===== src/rtl/trace_pkg.sv =====
// trace_pkg: entry kinds, state encoding and entry layout shared by the
// retirement trace buffer and its readers.
package trace_pkg;
  localparam int TR_XLEN = 32;
  localparam int TR_CNT_W = 32;
  typedef enum logic [2:0] {
    REG   = 3'd0,
    LOAD  = 3'd1,
    STORE = 3'd2,
    NOP   = 3'd3,
    HALT  = 3'd4
  } trace_kind_e;
  typedef enum logic [1:0] {S_IDLE, S_RUN, S_HALTED, S_TIMEOUT} trace_state_e;
  typedef struct packed {
    trace_kind_e         kind;
    logic [TR_CNT_W-1:0] inum;
    logic [TR_CNT_W-1:0] cycle;
    logic [TR_XLEN-1:0]  pc;
    logic [TR_XLEN-1:0]  data;
    logic [TR_XLEN-1:0]  addr;
    logic [4:0]          rd;
  } trace_entry_t;
  function automatic trace_kind_e classify(input logic regwr, memrd, memwr, halt);
    return regwr ? (memrd ? LOAD : REG) : halt ? HALT : memwr ? STORE : NOP;
  endfunction
endpackage


===== src/rtl/trace_fifo.sv =====
// trace_fifo: circular buffer taking up to LANES pushes and one pop per cycle.
// The head reads as zero while empty so the drain port idles at all-zero.
module trace_fifo #(
  parameter int W = 8,
  parameter int DEPTH = 16,
  parameter int LANES = 1,
  localparam int AW = $clog2(DEPTH),
  localparam int NW = $clog2(LANES + 1)
) (
  input  logic               clk,
  input  logic               rst_n,
  input  logic [NW-1:0]      push_cnt,
  input  logic [LANES*W-1:0] push_data,
  input  logic               pop,
  output logic [W-1:0]       head,
  output logic [AW:0]        occ
);
  localparam int OW = AW + 1;
  logic [W-1:0] mem_q [DEPTH];
  logic [AW-1:0] wp_q, rp_q;
  logic [AW:0] occ_q;
  logic do_pop;
  assign do_pop = pop && occ_q != '0;
  always_ff @(posedge clk or negedge rst_n)
    if (!rst_n) begin
      wp_q <= '0;
      rp_q <= '0;
      occ_q <= '0;
    end else begin
      wp_q <= wp_q + AW'(push_cnt);
      rp_q <= rp_q + AW'(do_pop);
      occ_q <= occ_q + OW'(push_cnt) - OW'(do_pop);
    end
  always_ff @(posedge clk)
    for (int j = 0; j < LANES; j++)
      if (j < int'(push_cnt)) mem_q[wp_q + AW'(j)] <= push_data[j*W +: W];
  assign head = occ_q != '0 ? mem_q[rp_q] : '0;
  assign occ = occ_q;
endmodule


===== src/rtl/retire_trace_buffer.sv =====
// retire_trace_buffer: classifies and packs retiring lanes into timestamped
// trace entries, with watchdog, overflow accounting and a valid/ready drain.
module retire_trace_buffer
  import trace_pkg::*;
#(
  parameter int XLEN = 32,
  parameter int LANES = 1,
  parameter int DEPTH = 16,
  parameter int CNT_W = 32,
  parameter int MAX_CYCLES = 100000
) (
  input  logic               clk,
  input  logic               rst_n,
  input  logic               en,
  input  logic [LANES-1:0]   ret_valid,
  input  logic [LANES-1:0]   ret_regwr,
  input  logic [LANES-1:0]   ret_memrd,
  input  logic [LANES-1:0]   ret_memwr,
  input  logic [LANES-1:0]   ret_halt,
  input  logic [LANES*XLEN-1:0] ret_pc,
  input  logic [LANES*XLEN-1:0] ret_data,
  input  logic [LANES*XLEN-1:0] ret_addr,
  input  logic [LANES*5-1:0] ret_reg,
  output logic               out_valid,
  input  logic               out_ready,
  output logic [2:0]         out_kind,
  output logic [CNT_W-1:0]   out_inum,
  output logic [CNT_W-1:0]   out_cycle,
  output logic [XLEN-1:0]    out_pc,
  output logic [XLEN-1:0]    out_data,
  output logic [XLEN-1:0]    out_addr,
  output logic [4:0]         out_reg,
  output logic [CNT_W-1:0]   cycle_count,
  output logic [CNT_W-1:0]   inst_count,
  output logic [CNT_W-1:0]   drop_count,
  output logic               halted,
  output logic               timeout
);
  localparam int W = 3 + 2*CNT_W + 3*XLEN + 5;
  localparam int AW = $clog2(DEPTH);
  localparam int OW = AW + 1;
  localparam int NW = $clog2(LANES + 1);
  trace_state_e state_q, state_d;
  logic [CNT_W-1:0] cycle_q, cycle_d, inst_q, inst_d, drop_q, drop_d;
  trace_kind_e kind [LANES];
  logic [LANES*W-1:0] group;
  logic [NW-1:0] n, push_cnt;
  logic has_halt, run, fits, tick_to;
  logic [AW:0] occ;
  logic [W-1:0] head;
  logic [CNT_W:0] drop_sum;
  // Valid lanes are compacted in program order; a HALT closes the group.
  always_comb begin
    n = '0;
    has_halt = 1'b0;
    group = '0;
    for (int l = 0; l < LANES; l++) begin
      kind[l] = classify(ret_regwr[l], ret_memrd[l], ret_memwr[l], ret_halt[l]);
      if (ret_valid[l] && !has_halt) begin
        group[int'(n)*W +: W] = {kind[l], inst_q + CNT_W'(n), cycle_q, ret_pc[l*XLEN +: XLEN],
                                 ret_data[l*XLEN +: XLEN], ret_addr[l*XLEN +: XLEN], ret_reg[l*5 +: 5]};
        has_halt = kind[l] == HALT;
        n = n + NW'(1);
      end
    end
  end
  assign run = state_q == S_RUN;
  assign fits = (OW'(DEPTH) - occ) >= OW'(n);
  assign push_cnt = run && fits ? n : '0;
  assign tick_to = cycle_q == CNT_W'(MAX_CYCLES - 1) && cycle_q != '1;
  assign drop_sum = {1'b0, drop_q} + (CNT_W + 1)'(n);
  always_comb begin
    cycle_d = run && cycle_q != '1 ? cycle_q + CNT_W'(1) : cycle_q;
    inst_d = run ? inst_q + CNT_W'(n) : inst_q;
    drop_d = run && !fits ? (drop_sum[CNT_W] ? '1 : drop_sum[CNT_W-1:0]) : drop_q;
  end
  always_comb
    state_d = state_q == S_IDLE ? (en ? S_RUN : S_IDLE) :
              !run ? state_q :
              has_halt ? S_HALTED :
              tick_to ? S_TIMEOUT : S_RUN;
  always_ff @(posedge clk or negedge rst_n)
    if (!rst_n) begin
      state_q <= S_IDLE;
      cycle_q <= '0;
      inst_q <= '0;
      drop_q <= '0;
    end else begin
      state_q <= state_d;
      cycle_q <= cycle_d;
      inst_q <= inst_d;
      drop_q <= drop_d;
    end
  always_comb begin
    halted = state_q == S_HALTED;
    timeout = state_q == S_TIMEOUT;
  end
  trace_fifo #(.W(W), .DEPTH(DEPTH), .LANES(LANES)) u_fifo (
    .clk(clk),
    .rst_n(rst_n),
    .push_cnt(push_cnt),
    .push_data(group),
    .pop(out_ready),
    .head(head),
    .occ(occ)
  );
  assign out_valid = occ != '0;
  assign {out_kind, out_inum, out_cycle, out_pc, out_data, out_addr, out_reg} = head;
  assign cycle_count = cycle_q;
  assign inst_count = inst_q;
  assign drop_count = drop_q;
endmodule


===== config.mk =====
export PLATFORM = sky130hd
export DESIGN_NAME = retire_trace_buffer
export DESIGN_NICKNAME = d
export VERILOG_FILES = /design/src/rtl/trace_pkg.sv /design/src/rtl/trace_fifo.sv /design/src/rtl/retire_trace_buffer.sv
export SDC_FILE = /design/constraint.sdc
export NUM_CORES = 2
export LEC_CHECK = 0
export CAP_MARGIN = 10
export CORE_ASPECT_RATIO = 0.7
export CORE_MARGIN = 4
export CORE_UTILIZATION = 32
export CTS_CLUSTER_DIAMETER = 150
export DETAILED_ROUTE_END_ITERATION = 10
export MAX_ROUTING_LAYER = met4
export PLACE_DENSITY = 0.44
export SLEW_MARGIN = 25
export SYNTH_ARGS = -nofsm -noshare
export SYNTH_HDL_FRONTEND = slang
export SYNTH_SLANG_ARGS = --single-unit

===== constraint.sdc =====
create_clock -name clk -period 35.3 [get_ports clk]
set_input_delay 7.06 -clock clk [delete_from_list [all_inputs] [get_ports clk]]
set_output_delay 7.06 -clock clk [all_outputs]
set_load 0.005 [all_outputs]

==> impl_results.md <==
- Outcome: completed
- Setup bufs post-CTS: 0
- Multi-input logic area: 24000 um2
- Clock sinks: about 2800
- Max-cap violations: 0
- Most frequent cell after synthesis: edfxtp_1
- First drt pass iteration count: 5
- R2r startpoint: u_fifo.occ[1]
- Final nets: ~5400
- CTS tree: yes
- P_leak: around 40 nW
- Via/cell ratio: ~5
- Hold_buf cts: 0
- I/O pins: between 300 and 400
- Synth Register Bits: roughly 2800
- Total negative slack: 0 ns
- Worst-Margin Slew: roughly 1.1 ns
- Power density over the cells: between 70 and 80 nW/um2
- Number of synthesized flops with an enable pin: approximately 2700
- Final Skew: approximately 0.043 ns
- Clk buf depth: 4
- Htree depth: 5
- Async SR Flop Fraction: 0.0397
- Die area: roughly 350000 um2
- RSZ-0062 raised after global routing: no
- Total CTS buffers: ~300
- Clock Tree Root: clkbuf_16
- Yosys warning count: 0
- Period minus WS final: 14.82 ns
- Flop2flop setup slack: between 20 and 30 ns
- Post-synth top cells: edfxtp_1 (2688), mux4_2 (840), and2_1 (335)
- # rows: between 150 and 200
- Worst reg2reg endpoint: u_fifo.mem_q[5][65]
- Synth unique cells: 49
- Final wirelength: approximately 300000 um
- ANT nets after route: 0
- Clock slew at reported path FFs: approximately 0.06 ns
- Setup crit start kind: flip-flop
- Worst Path Max Fanout: 45
- Area Growth Syn to Fin: 17.1%
- Clk_lat worst skew: 0.85 ns
- Via count: 51100
- Setup violation total in the final timing report: 0
- Hold WC Path Type: flip-flop to flip-flop
- Grt ovf: 0
- Drt wl/cell: between 30 and 40 um
- Die Width: about 700 um
- GP Congestion: between 0.7 and 0.8
- Slew HR: 0.279
- DRC Markers: 0
- Synth Flop Type: edfxtp_1
- Max-slew violations: 0
- PostCTS Resize Cnt: 0
- VDD IR-drop max: between 0.05 and 0.06 mV
- DP HPWL: 158000 um
- Area of the core: between 300000 and 400000 um2
- Fmax achieved: between 0.06 and 0.07 GHz
- Crit path capture type: output pin
- Worst Setup EP: out_pc[7]
- Vias in the first global route: 53800
- Mapped cell area: between 100000 and 150000 um2
- Req. time, crit path: 28.24 ns
- Largest net degree at the start of global routing: about 130
- First-pass GRT wire length: about 430000 um
- Final core occ: 0.377
- Post-synthesis sequential area ratio: 0.770
- DRT iter0 DRCs: between 4000 and 5000
- Post-synth net total: between 4000 and 5000
- Top cell type by total area after synthesis: edfxtp_1
- Port Buf Inserts: ~380
- Layout cells sized above 1: 0.256
- Critical path origin: u_fifo.rp_q[0]
- Height of the die: about 500 um
- Mean post-synth cell area: about 23 um2
- GRT Util Overall: 0.176
- Crit path DAT: just under 8 ns
- Fin crit share: 0.420
- Final hold viol count: 0
- Initial Util: 0.322
- Critical path class: flip-flop to output pin
- Fill count: 30400
- Antenna violations before repair: 26
- Yosys top cell area share: 0.744
- Largest cells by area after synthesis: edfxtp_1 (74%), mux4_2 (17%), dfrtp_1 (2.6%), and2_1 (1.9%), clkbuf_1 (0.52%)
- FF/Latch Area: around 84000 um2
- Worst reg-to-reg path cell count: 12
- Cells after Synth: 4670
## critical path: stages (launching register included)
cell,delay [ns]
dfrtp_4,0.99
buf_4,0.81
buf_4,0.76
buf_4,0.71
buf_4,0.82
buf_4,0.85
mux4_2,0.60
mux4_2,0.53
and2_1,0.18
clkdlybuf4s50_1,0.44
## through the flow
| stage | area, um2 | setup slack, ns | power (mW) | hold slack [ns] | instances |
|---|---|---|---|---|---|
| 6_report | 127000 | 20.48 | 9.15 | 0.527 | 9961 |
| 5_1_grt | 127000 | 19.68 | 9.58 | 0.544 | 9951 |
| 4_1_cts | 127000 | 19.96 | 9.32 | 0.529 | 9945 |
| 3_5_place_dp | 118000 | 20.89 | 6.37 | 0.511 | 9433 |
| 3_3_place_gp | 118000 | 20.92 | 6.37 | 0.500 | 9431 |
| 2_1_floorplan | 108000 | 14.77 | 5.29 | 0.477 | 4670 |
## registers in the layout (all words and copies together), names as in the netlist
signal / cells
drop_count: 32
u_fifo.mem_q: 2688
cycle_count: 32
u_fifo.wp_q: 4
inst_count: 32
state_q: 2
u_fifo.rp_q: 4
u_fifo.occ: 5
## worst min path at each step
| stage | slack [ns] | depth (start not counted) | from | to |
|---|---|---|---|---|
| after floorplan | 0.48 | 1 | u_fifo.rp_q[1] | u_fifo.rp_q[1] |
| after global placement | 0.50 | 2 | inst_count[0] | inst_count[0] |
| after detailed placement | 0.51 | 2 | inst_count[0] | inst_count[0] |
| after CTS | 0.53 | 2 | inst_count[0] | inst_count[0] |
| after global routing | 0.54 | 2 | inst_count[0] | inst_count[0] |
| final | 0.53 | 2 | inst_count[0] | inst_count[0] |
## logic make-up after synthesis
family                     synth area share
buffers and inverters                0.0105
DFF                                   0.770
AOI/OAI and AO/OA                   0.00241
muxes                                 0.175
and+or+nand+nor                      0.0336
adders and majority gates           0.00238
xor gates and xnor gates            0.00630
## layout by cell type (no fill, tap or decap), drive strengths merged, types with 6 or more instances in the layout
| cell type | instances |
|---|---|
| ha | 19 |
| nor3 | 21 |
| clkdlybuf4s50 | 374 |
| edfxtp | 2688 |
| clkbuf | 365 |
| and3 | 15 |
| buf | 128 |
| o21ai | 8 |
| and2 | 335 |
| xor2 | 18 |
| nor4 | 18 |
| or3 | 6 |
| mux4 | 840 |
| inv | 35 |
| nand3 | 48 |
| nand2 | 58 |
| clkinv | 119 |
| nor2 | 43 |
| a21oi | 12 |
| and4 | 10 |
| xnor2 | 60 |
| dfrtp | 111 |
| nand4 | 37 |
| bufinv | 13 |
| diode | 14 |
| a31oi | 11 |
## layer usage
metal	track usage	wire length (um)	vias up
met3	0.0278	15400	380
met4	0.0358	5860	0
li1	-	-	20900
met1	0.259	143000	28500
met5	-	0	-
met2	0.261	137000	1395
## power by group
group,switching (mW),internal (mW)
Combinational,1.18,1.32
Sequential,0.0766,3.65
Clock,1.26,1.66
## final cells by class
type,instances,share of cell area
Timing Repair Buffer,503,0.0388
Tap cell,4500,0.0443
Clock buffer,364,0.0612
Clock inverter,148,0.00850
Sequential cell,2799,0.657
Inverter,24,0.000768
Antenna cell,14,0.000276
Multi-Input combinational cell,1609,0.189
Note: power is estimated with default switching activity, not from simulation.
